==> src/rtl/dcache_pmem_arb_if.sv <==
// Request/response bundle between N dcache pmem requesters, the arbiter and the pmem bus.
// Arbiter takes the slave view; the requester/memory side (bench or wrapper) takes the master view.
interface dcache_pmem_arb_if #(
  parameter int NUM_PORTS = 2
);
  logic [4*NUM_PORTS-1:0]  inport_wr_i;
  logic [NUM_PORTS-1:0]    inport_rd_i;
  logic [8*NUM_PORTS-1:0]  inport_len_i;
  logic [32*NUM_PORTS-1:0] inport_addr_i;
  logic [32*NUM_PORTS-1:0] inport_write_data_i;
  logic [NUM_PORTS-1:0]    inport_accept_o;
  logic [NUM_PORTS-1:0]    inport_ack_o;
  logic [NUM_PORTS-1:0]    inport_error_o;
  logic [32*NUM_PORTS-1:0] inport_read_data_o;
  logic [3:0]              outport_wr_o;
  logic                    outport_rd_o;
  logic [7:0]              outport_len_o;
  logic [31:0]             outport_addr_o;
  logic [31:0]             outport_write_data_o;
  logic                    outport_accept_i;
  logic                    outport_ack_i;
  logic                    outport_error_i;
  logic [31:0]             outport_read_data_i;

  modport slave (
    input  inport_wr_i, inport_rd_i, inport_len_i, inport_addr_i, inport_write_data_i,
    output inport_accept_o, inport_ack_o, inport_error_o, inport_read_data_o,
    output outport_wr_o, outport_rd_o, outport_len_o, outport_addr_o, outport_write_data_o,
    input  outport_accept_i, outport_ack_i, outport_error_i, outport_read_data_i
  );

  modport master (
    output inport_wr_i, inport_rd_i, inport_len_i, inport_addr_i, inport_write_data_i,
    input  inport_accept_o, inport_ack_o, inport_error_o, inport_read_data_o,
    input  outport_wr_o, outport_rd_o, outport_len_o, outport_addr_o, outport_write_data_o,
    output outport_accept_i, outport_ack_i, outport_error_i, outport_read_data_i
  );
endinterface

==> src/rtl/dcache_pmem_arb.sv <==
// N:1 pmem arbiter with burst lock and response-ID FIFO; zero-cycle request and response paths.
// Backpressure: grant held until accept_i; pushes stall when FIFO full. DCACHE_PMEM_ARB_RR_EN selects round-robin.
module dcache_pmem_arb_fifo #(
  parameter int WIDTH = 8,
  parameter int DEPTH = 4
) (
  input  logic             clk,
  input  logic             rst_n,
  input  logic             push_i,
  input  logic [WIDTH-1:0] push_dat_i,
  input  logic             pop_i,
  output logic [WIDTH-1:0] head_dat_o,
  output logic             full_o,
  output logic             empty_o
);
  localparam int AW = $clog2(DEPTH);

  logic [WIDTH-1:0] mem_q [DEPTH];
  logic [AW-1:0]    wr_ptr_q, rd_ptr_q;
  logic [AW:0]      cnt_q;
  logic             do_push, do_pop;

  assign full_o     = (cnt_q == (AW+1)'(DEPTH));
  assign empty_o    = (cnt_q == '0);
  assign head_dat_o = mem_q[rd_ptr_q];
  assign do_push    = push_i & ~full_o;
  assign do_pop     = pop_i & ~empty_o;

  always_ff @(posedge clk) begin
    if (!rst_n) begin
      wr_ptr_q <= '0;
      rd_ptr_q <= '0;
      cnt_q    <= '0;
    end else begin
      if (do_push) wr_ptr_q <= wr_ptr_q + AW'(1);
      if (do_pop)  rd_ptr_q <= rd_ptr_q + AW'(1);
      cnt_q <= cnt_q + (AW+1)'(do_push) - (AW+1)'(do_pop);
    end
  end

  always_ff @(posedge clk) begin
    if (do_push) mem_q[wr_ptr_q] <= push_dat_i;
  end
endmodule

module dcache_pmem_arb #(
  parameter int NUM_PORTS   = 2,
  parameter int ID_W        = 1,
  parameter int OUTSTANDING = 4
) (
  input logic               clk,
  input logic               rst_n,
  dcache_pmem_arb_if.slave  pmem
);
  localparam int ENT_W = ID_W + 9;

  logic [NUM_PORTS-1:0] req;
  logic [ID_W-1:0]      rr_ptr, arb_grant, grant, grant_q, grant_d;
  logic                 lock_q, lock_d, locked, arb_found;
  logic [7:0]           burst_cnt_q, burst_cnt_d;
  logic [8:0]           head_cnt_q, head_cnt_d;
  logic                 req_g, rd_g, wr_g, final_wr, would_push, block, fire, push, pop, resp_vld;
  logic [3:0]           sel_wr;
  logic [7:0]           sel_len;
  logic [ENT_W-1:0]     push_dat, head_dat;
  logic                 fifo_full, fifo_empty, head_last;
  logic [ID_W-1:0]      head_id;
  logic [8:0]           head_acks;
  int                   idx;

  always_comb begin
    req = '0;
    for (int p = 0; p < NUM_PORTS; p++)
      req[p] = pmem.inport_rd_i[p] | (|pmem.inport_wr_i[4*p +: 4]);
  end

  // Priority search starts at rr_ptr (always 0 in fixed-priority builds).
  always_comb begin
    arb_grant = '0;
    arb_found = 1'b0;
    idx       = 0;
    for (int i = 0; i < NUM_PORTS; i++) begin
      idx = int'(rr_ptr) + i;
      if (idx >= NUM_PORTS) idx = idx - NUM_PORTS;
      if (!arb_found && req[idx]) begin
        arb_grant = ID_W'(idx);
        arb_found = 1'b1;
      end
    end
  end

  assign locked  = lock_q | (burst_cnt_q != 8'd0);
  assign grant   = locked ? grant_q : arb_grant;
  assign req_g   = req[grant];
  assign rd_g    = pmem.inport_rd_i[grant];
  assign sel_wr  = pmem.inport_wr_i[4*grant +: 4];
  assign sel_len = pmem.inport_len_i[8*grant +: 8];
  assign wr_g    = |sel_wr;

  // Only reads and the last beat of a write create a response to track.
  assign final_wr   = wr_g & ((burst_cnt_q == 8'd0) ? (sel_len == 8'd0) : (burst_cnt_q == 8'd1));
  assign would_push = req_g & (rd_g | final_wr);
  assign block      = fifo_full & would_push;
  assign fire       = pmem.outport_accept_i & req_g & ~block;
  assign push       = fire & would_push;
  assign push_dat   = {grant, rd_g ? ({1'b0, sel_len} + 9'd1) : 9'd1};

  always_comb begin
    pmem.outport_wr_o         = '0;
    pmem.outport_rd_o         = 1'b0;
    pmem.outport_len_o        = '0;
    pmem.outport_addr_o       = '0;
    pmem.outport_write_data_o = '0;
    pmem.inport_accept_o      = '0;
    if (req_g) begin
      pmem.outport_wr_o         = block ? 4'd0 : sel_wr;
      pmem.outport_rd_o         = rd_g & ~block;
      pmem.outport_len_o        = sel_len;
      pmem.outport_addr_o       = pmem.inport_addr_i[32*grant +: 32];
      pmem.outport_write_data_o = pmem.inport_write_data_i[32*grant +: 32];
    end
    if (fire) pmem.inport_accept_o[grant] = 1'b1;
  end

  always_comb begin
    lock_d      = req_g & ~fire;
    grant_d     = req_g ? grant : grant_q;
    burst_cnt_d = burst_cnt_q;
    if (fire && wr_g)
      burst_cnt_d = (burst_cnt_q == 8'd0) ? sel_len : burst_cnt_q - 8'd1;
  end

  dcache_pmem_arb_fifo #(.WIDTH(ENT_W), .DEPTH(OUTSTANDING)) u_id_fifo (
    .clk        (clk),
    .rst_n      (rst_n),
    .push_i     (push),
    .push_dat_i (push_dat),
    .pop_i      (pop),
    .head_dat_o (head_dat),
    .full_o     (fifo_full),
    .empty_o    (fifo_empty)
  );

  assign head_id   = head_dat[ENT_W-1:9];
  assign head_acks = head_dat[8:0];
  assign head_last = (head_cnt_q == (head_acks - 9'd1));
  // Responses with nothing outstanding are dropped rather than routed.
  assign resp_vld  = (pmem.outport_ack_i | pmem.outport_error_i) & ~fifo_empty;
  assign pop       = resp_vld & head_last;
  assign head_cnt_d = resp_vld ? (head_last ? 9'd0 : head_cnt_q + 9'd1) : head_cnt_q;

  always_comb begin
    pmem.inport_ack_o   = '0;
    pmem.inport_error_o = '0;
    if (!fifo_empty) begin
      pmem.inport_ack_o[head_id]   = pmem.outport_ack_i;
      pmem.inport_error_o[head_id] = pmem.outport_error_i;
    end
    pmem.inport_read_data_o = {NUM_PORTS{pmem.outport_read_data_i}};
  end

`ifdef DCACHE_PMEM_ARB_RR_EN
  logic [ID_W-1:0] rr_ptr_q, rr_ptr_d;
  assign rr_ptr   = rr_ptr_q;
  assign rr_ptr_d = push ? ((grant == ID_W'(NUM_PORTS-1)) ? '0 : grant + ID_W'(1)) : rr_ptr_q;
  always_ff @(posedge clk) begin
    if (!rst_n) rr_ptr_q <= '0;
    else        rr_ptr_q <= rr_ptr_d;
  end
`else
  assign rr_ptr = '0;
`endif

  always_ff @(posedge clk) begin
    if (!rst_n) begin
      lock_q      <= 1'b0;
      grant_q     <= '0;
      burst_cnt_q <= '0;
      head_cnt_q  <= '0;
    end else begin
      lock_q      <= lock_d;
      grant_q     <= grant_d;
      burst_cnt_q <= burst_cnt_d;
      head_cnt_q  <= head_cnt_d;
    end
  end
endmodule

==> src/flat_wrapper.sv <==
// flat-port wrapper written by rule: the top's interface ports become plain ports
module dcache_pmem_arb_flat 
#(
  parameter int NUM_PORTS   = 2,
  parameter int ID_W        = 1,
  parameter int OUTSTANDING = 4
)
  (clk, rst_n, pmem_inport_wr_i, pmem_inport_rd_i, pmem_inport_len_i, pmem_inport_addr_i, pmem_inport_write_data_i, pmem_inport_accept_o, pmem_inport_ack_o, pmem_inport_error_o, pmem_inport_read_data_o, pmem_outport_wr_o, pmem_outport_rd_o, pmem_outport_len_o, pmem_outport_addr_o, pmem_outport_write_data_o, pmem_outport_accept_i, pmem_outport_ack_i, pmem_outport_error_i, pmem_outport_read_data_i);
  dcache_pmem_arb_if #(.NUM_PORTS(NUM_PORTS)) pmem_i ();
  input logic clk;
  input logic rst_n;
  input wire logic [$bits(pmem_i.inport_wr_i)-1:0] pmem_inport_wr_i;
  input wire logic [$bits(pmem_i.inport_rd_i)-1:0] pmem_inport_rd_i;
  input wire logic [$bits(pmem_i.inport_len_i)-1:0] pmem_inport_len_i;
  input wire logic [$bits(pmem_i.inport_addr_i)-1:0] pmem_inport_addr_i;
  input wire logic [$bits(pmem_i.inport_write_data_i)-1:0] pmem_inport_write_data_i;
  output wire logic [$bits(pmem_i.inport_accept_o)-1:0] pmem_inport_accept_o;
  output wire logic [$bits(pmem_i.inport_ack_o)-1:0] pmem_inport_ack_o;
  output wire logic [$bits(pmem_i.inport_error_o)-1:0] pmem_inport_error_o;
  output wire logic [$bits(pmem_i.inport_read_data_o)-1:0] pmem_inport_read_data_o;
  output wire logic [$bits(pmem_i.outport_wr_o)-1:0] pmem_outport_wr_o;
  output wire logic [$bits(pmem_i.outport_rd_o)-1:0] pmem_outport_rd_o;
  output wire logic [$bits(pmem_i.outport_len_o)-1:0] pmem_outport_len_o;
  output wire logic [$bits(pmem_i.outport_addr_o)-1:0] pmem_outport_addr_o;
  output wire logic [$bits(pmem_i.outport_write_data_o)-1:0] pmem_outport_write_data_o;
  input wire logic [$bits(pmem_i.outport_accept_i)-1:0] pmem_outport_accept_i;
  input wire logic [$bits(pmem_i.outport_ack_i)-1:0] pmem_outport_ack_i;
  input wire logic [$bits(pmem_i.outport_error_i)-1:0] pmem_outport_error_i;
  input wire logic [$bits(pmem_i.outport_read_data_i)-1:0] pmem_outport_read_data_i;
  assign pmem_i.inport_wr_i = pmem_inport_wr_i;
  assign pmem_i.inport_rd_i = pmem_inport_rd_i;
  assign pmem_i.inport_len_i = pmem_inport_len_i;
  assign pmem_i.inport_addr_i = pmem_inport_addr_i;
  assign pmem_i.inport_write_data_i = pmem_inport_write_data_i;
  assign pmem_inport_accept_o = pmem_i.inport_accept_o;
  assign pmem_inport_ack_o = pmem_i.inport_ack_o;
  assign pmem_inport_error_o = pmem_i.inport_error_o;
  assign pmem_inport_read_data_o = pmem_i.inport_read_data_o;
  assign pmem_outport_wr_o = pmem_i.outport_wr_o;
  assign pmem_outport_rd_o = pmem_i.outport_rd_o;
  assign pmem_outport_len_o = pmem_i.outport_len_o;
  assign pmem_outport_addr_o = pmem_i.outport_addr_o;
  assign pmem_outport_write_data_o = pmem_i.outport_write_data_o;
  assign pmem_i.outport_accept_i = pmem_outport_accept_i;
  assign pmem_i.outport_ack_i = pmem_outport_ack_i;
  assign pmem_i.outport_error_i = pmem_outport_error_i;
  assign pmem_i.outport_read_data_i = pmem_outport_read_data_i;
  dcache_pmem_arb #(.NUM_PORTS(NUM_PORTS), .ID_W(ID_W), .OUTSTANDING(OUTSTANDING)) u_core (.clk(clk), .rst_n(rst_n), .pmem(pmem_i));
endmodule
==> config.mk <==
export PLATFORM = sky130hd
export DESIGN_NAME = dcache_pmem_arb_flat
export DESIGN_NICKNAME = d
export VERILOG_FILES = /design/src/rtl/dcache_pmem_arb_if.sv /design/src/rtl/dcache_pmem_arb.sv /design/src/flat_wrapper.sv
export SDC_FILE = /design/constraint.sdc
export NUM_CORES = 1
export LEC_CHECK = 0
export ABC_AREA = 1
export CAP_MARGIN = 20
export CORE_MARGIN = 1.5
export CORE_UTILIZATION = 36
export CTS_CLUSTER_SIZE = 25
export DETAILED_ROUTE_END_ITERATION = 6
export GPL_ROUTABILITY_DRIVEN = 0
export GPL_TIMING_DRIVEN = 0
export PLACE_DENSITY = 0.8
export SLEW_MARGIN = 20
export SYNTH_ARGS = -nofsm -noshare
export SYNTH_HDL_FRONTEND = slang
export SYNTH_SLANG_ARGS = --single-unit
==> constraint.sdc <==
create_clock -name clk -period 3.4 [get_ports clk]
set_input_delay 0.68 -clock clk [delete_from_list [all_inputs] [get_ports clk]]
set_output_delay 0.68 -clock clk [all_outputs]
set_load 0.02 [all_outputs]
==> out/results.tsv <==
metric	value	unit
Reg-to-Reg Start	u_core.burst_cnt_q[1]	
final worst clock skew	0.00746	ns
Num CTS Buffers	9	
clock-pin transition on the worst setup and hold timing paths	0.06	ns
crit path capture type	primary output	
post-synthesis to final-layout area growth	73.5	%
share of the clock period used by the worst path	102	%
arrival time of the worst setup path	2.80	ns
CP Class	flop to primary output	
CP cell instances	inv_2 > ha_4 > nand2_4 > nor3_2 > nand2_2 > nand2_4 > buf_6 > nand2_1 > nand2_4 > nand2_4 > nor2_4 > nor2_4 > nand2_2 > nand2_4 > nand2_8 > nand2_8 > nor2_2 > buf_6	
count of final hold-check violations	0	
fraction of registers with async set/reset	0	%
drt pass-1 iters	5	
failing checks	setup timing	
share of the yosys chip area belonging to registers	29.9	%
number of DRC violations after detailed routing	0	
Die Footprint	17100	sq um
highest net fanout along the worst path	8	
worst reg2reg path endpoint	u_core.u_id_fifo.cnt_q[1]	
Synth Flop Type	sky130_fd_sc_hd__edfxtp_1	
drt via density	4.63	
Post-synth EDFFs	40	
most instantiated cells after synthesis	sky130_fd_sc_hd__nand2_1, sky130_fd_sc_hd__inv_1, sky130_fd_sc_hd__buf_4	
register-to-register path setup slack	0.07	ns
most area-consuming cells after synthesis	sky130_fd_sc_hd__nand2_1, sky130_fd_sc_hd__edfxtp_1, sky130_fd_sc_hd__dfxtp_1, sky130_fd_sc_hd__inv_1, sky130_fd_sc_hd__buf_4	
Synth Instances	939	
final routed wire length divided by cell count	15.6	um
slew at the pin closest to its max-slew limit	0.954	ns
CTS tree	yes	
fraction of layout instances using a drive strength above 1	20.7	%
crit path capture	pmem_outport_wr_o[1]	
num ports	338	
path depth of the worst reg2reg path	23	
first-pass GRT wire length	32.5	mm
Crit-path slowest cell	sky130_fd_sc_hd__dfxtp_2	
TritonCTS sink count	68	
worst slack, placed	-1.30	ns
DR vias	7049	
die extent in x	131	um
height of the die	131	um
wire length reported by the detailed router	23.8	mm
I/O Buffers	305	
area of the placeable core	15900	sq um
maximum clock frequency	287	MHz
Worst Slack Setup Final	-0.0801	ns
clock period minus worst slack	3.48	ns
fillcell total	1376	
cell type with the largest total area after synthesis	sky130_fd_sc_hd__nand2_1	
# H-tree levels	3	
number of nets in the layout	1507	
Buffers & Inverters on Critical Path	3	
global routing usage summed across all routing layers	25.6	%
static leakage	5.28	nW
vias in the first global route	6313	
number of synthesized register bits	68	
worst setup path startpoint	u_core.burst_cnt_q[1]	
MaxCap Viol Count	0	
fraction of post-synthesis cell area in the top cell type by area	25.4	%
Top Family by Delay on Critical Path	simple AND/OR/NAND/NOR gates	
netlist area before placement	5890	sq um
worst hold slack	0.494	ns
maximum VDD drop	0.271	mV
final setup vio count	6	
pin count of the biggest net entering global routing	14	
RSZ-0062 raised after global routing	true	
Site Rows	46	
number of nets with antenna violations after detailed routing	0	
Critical Path Start Type	flop	
remaining global-route overflow	0	
critical path depth	18	
most instantiated library cell after synthesis	sky130_fd_sc_hd__nand2_1	
number of distinct library cells after synthesis	41	
clk_lat worst skew	0.34	ns
net count after synthesis	1144	
Cell Count, Final, Fillers Out	1524	
Tightest Hold Check Type	flop to flop	
number of cells after detailed placement	1460	
final-report max-slew violation count	0	
Max transition margin	36.2	%
Cell Pwr Density	448	nW/um^2
Data required, critical path	2.72	ns
initial core utilization	36.9	%
number of DRC markers after the initial detailed-route iteration	343	
antenna violations before repair	1	
Post-Synthesis Mean Instance Area	6.27	sq um
Yosys warning total	0	
post-detail-place hpwl	18.5	mm
outcome	finished, violations left	
number of buffers between clock root and the deepest sink	2	
most repeated library cell on the critical path	sky130_fd_sc_hd__nand2_4	
root cell of the clock tree	sky130_fd_sc_hd__clkbuf_16	
worst stage delay on the critical path	0.34	ns
[worst reg2reg max path, cell delays in order (launching register included)]
cell,delay (ns)
sky130_fd_sc_hd__dfxtp_2,0.34
sky130_fd_sc_hd__inv_2,0.09
sky130_fd_sc_hd__ha_4,0.16
sky130_fd_sc_hd__nand2_4,0.08
sky130_fd_sc_hd__nor2_8,0.14
sky130_fd_sc_hd__nand2_4,0.08
sky130_fd_sc_hd__nand2_4,0.10
sky130_fd_sc_hd__buf_4,0.13
sky130_fd_sc_hd__buf_4,0.10
sky130_fd_sc_hd__nand3_1,0.14
sky130_fd_sc_hd__nand2_4,0.15
sky130_fd_sc_hd__nand2_1,0.09
sky130_fd_sc_hd__nor2_1,0.09
sky130_fd_sc_hd__nand2_1,0.05
sky130_fd_sc_hd__nand2_1,0.07
sky130_fd_sc_hd__nand2_2,0.08
sky130_fd_sc_hd__nand2_4,0.11
sky130_fd_sc_hd__nand3b_4,0.14
sky130_fd_sc_hd__ha_4,0.29
sky130_fd_sc_hd__inv_1,0.03
sky130_fd_sc_hd__ha_1,0.18
sky130_fd_sc_hd__fa_2,0.53
sky130_fd_sc_hd__nand2_1,0.05
sky130_fd_sc_hd__inv_1,0.05
[cell usage in the layout (no fill, tap or decap), drive strengths merged, types with 3 or more instances in the layout]
| cell | netlist | routed |
|---|---|---|
| inv | 148 | 149 |
| edfxtp | 40 | 40 |
| nor2 | 71 | 71 |
| a21oi | 15 | 15 |
| clkdlybuf4s15 | 0 | 8 |
| o21ai | 22 | 22 |
| nand3 | 39 | 39 |
| dfxtp | 28 | 28 |
| clkdlybuf4s50 | 0 | 217 |
| dlygate4sd2 | 0 | 64 |
| xor2 | 15 | 15 |
| clkbuf | 18 | 36 |
| nand4 | 10 | 10 |
| xnor2 | 3 | 3 |
| nor3 | 8 | 8 |
| buf | 77 | 131 |
| nand2 | 419 | 419 |
| ha | 13 | 13 |
[where the power goes]
| part | total [W] | internal (W) | switching [W] |
|---|---|---|---|
| sequential | 0.00106 | 0.000996 | 0.0000672 |
| clock | 0.00102 | 0.000661 | 0.000356 |
| combinational | 0.00249 | 0.00106 | 0.00144 |
| total | 0.00457 | 0.00271 | 0.00186 |
[registers in the layout, indices dropped and copies added, names as in the netlist, named ones only]
signal                     flops
u_core.burst_cnt_q             8
u_core.grant_q                 1
u_core.head_cnt_q              9
u_core.lock_q                  1
u_core.u_id_fifo.cnt_q         3
u_core.u_id_fifo.mem_q        40
u_core.u_id_fifo.rd_ptr_q      2
u_core.u_id_fifo.wr_ptr_q      2
[timing repair]
item | CTS | global route
resized for setup | 215 | 75
pin swaps | 26 | 35
setup endpoints to repair | 122 | 116
endpoints found under the hold margin | 0 | 0
hold buffers | 0 | 0
buffers inserted | 25 | 24
[cells by family (layout without fill, tap and decap cells)]
logic type | count (synthesis) | count (layout) | synth area share [%]
AO/OA/AOI/OAI | 45 | 45 | 4.42
XOR/XNOR | 18 | 18 | 2.68
adder cells (fa/ha/maj) | 14 | 14 | 3.10
buffers and inverters | 243 | 611 | 20.2
flip-flops | 68 | 68 | 29.9
other | 0 | 1 | 0
AND/OR/NAND/NOR | 551 | 551 | 39.7
[worst min-delay path by stage]
| stage | start | endpoint | depth (start not counted) |
|---|---|---|---|
| after floorplan | u_core.grant_q | u_core.grant_q | 2 |
| after global placement | u_core.grant_q | u_core.grant_q | 2 |
| after detailed placement | u_core.grant_q | u_core.grant_q | 2 |
| after CTS | u_core.grant_q | u_core.grant_q | 2 |
| after global routing | u_core.u_id_fifo.rd_ptr_q[1] | u_core.u_id_fifo.rd_ptr_q[1] | 2 |
| final | u_core.u_id_fifo.rd_ptr_q[1] | u_core.u_id_fifo.rd_ptr_q[1] | 2 |
[cell type report]
type / instances / area, sq um / area share, %
antenna: 1 / 2.50 / 0.0245
tap: 216 / 270 / 2.64
buffer: 93 / 712 / 6.97
inverter: 148 / 558 / 5.46
multi-input combinational: 628 / 3250 / 31.8
sequential: 68 / 1770 / 17.3
clock buffer: 10 / 239 / 2.34
timing repair buffer: 354 / 3330 / 32.6
clock inverter: 6 / 86.3 / 0.845
[metal layers]
metal	routed length, um	GRT usage (%)	vias to the layer above
li1	-	-	3492
met1	8690	28.6	3195
met5	0	0	-
met2	12500	45.9	306
met4	1030	10.9	0
met3	1620	6.72	56
[metrics by stage]
stage	util [%]	area (sq um)	power (W)	TNS (ns)
after floorplan	-	5900	0.00239	0
after global placement	57.8	9220	0.00331	-111.05
after detailed placement	57.8	9220	0.00335	-117.02
after CTS	62.1	9890	0.00439	0
after global routing	64.1	10200	0.00482	-5.15
final	64.1	10200	0.00457	-0.392
(Power assumes the default switching activity.)
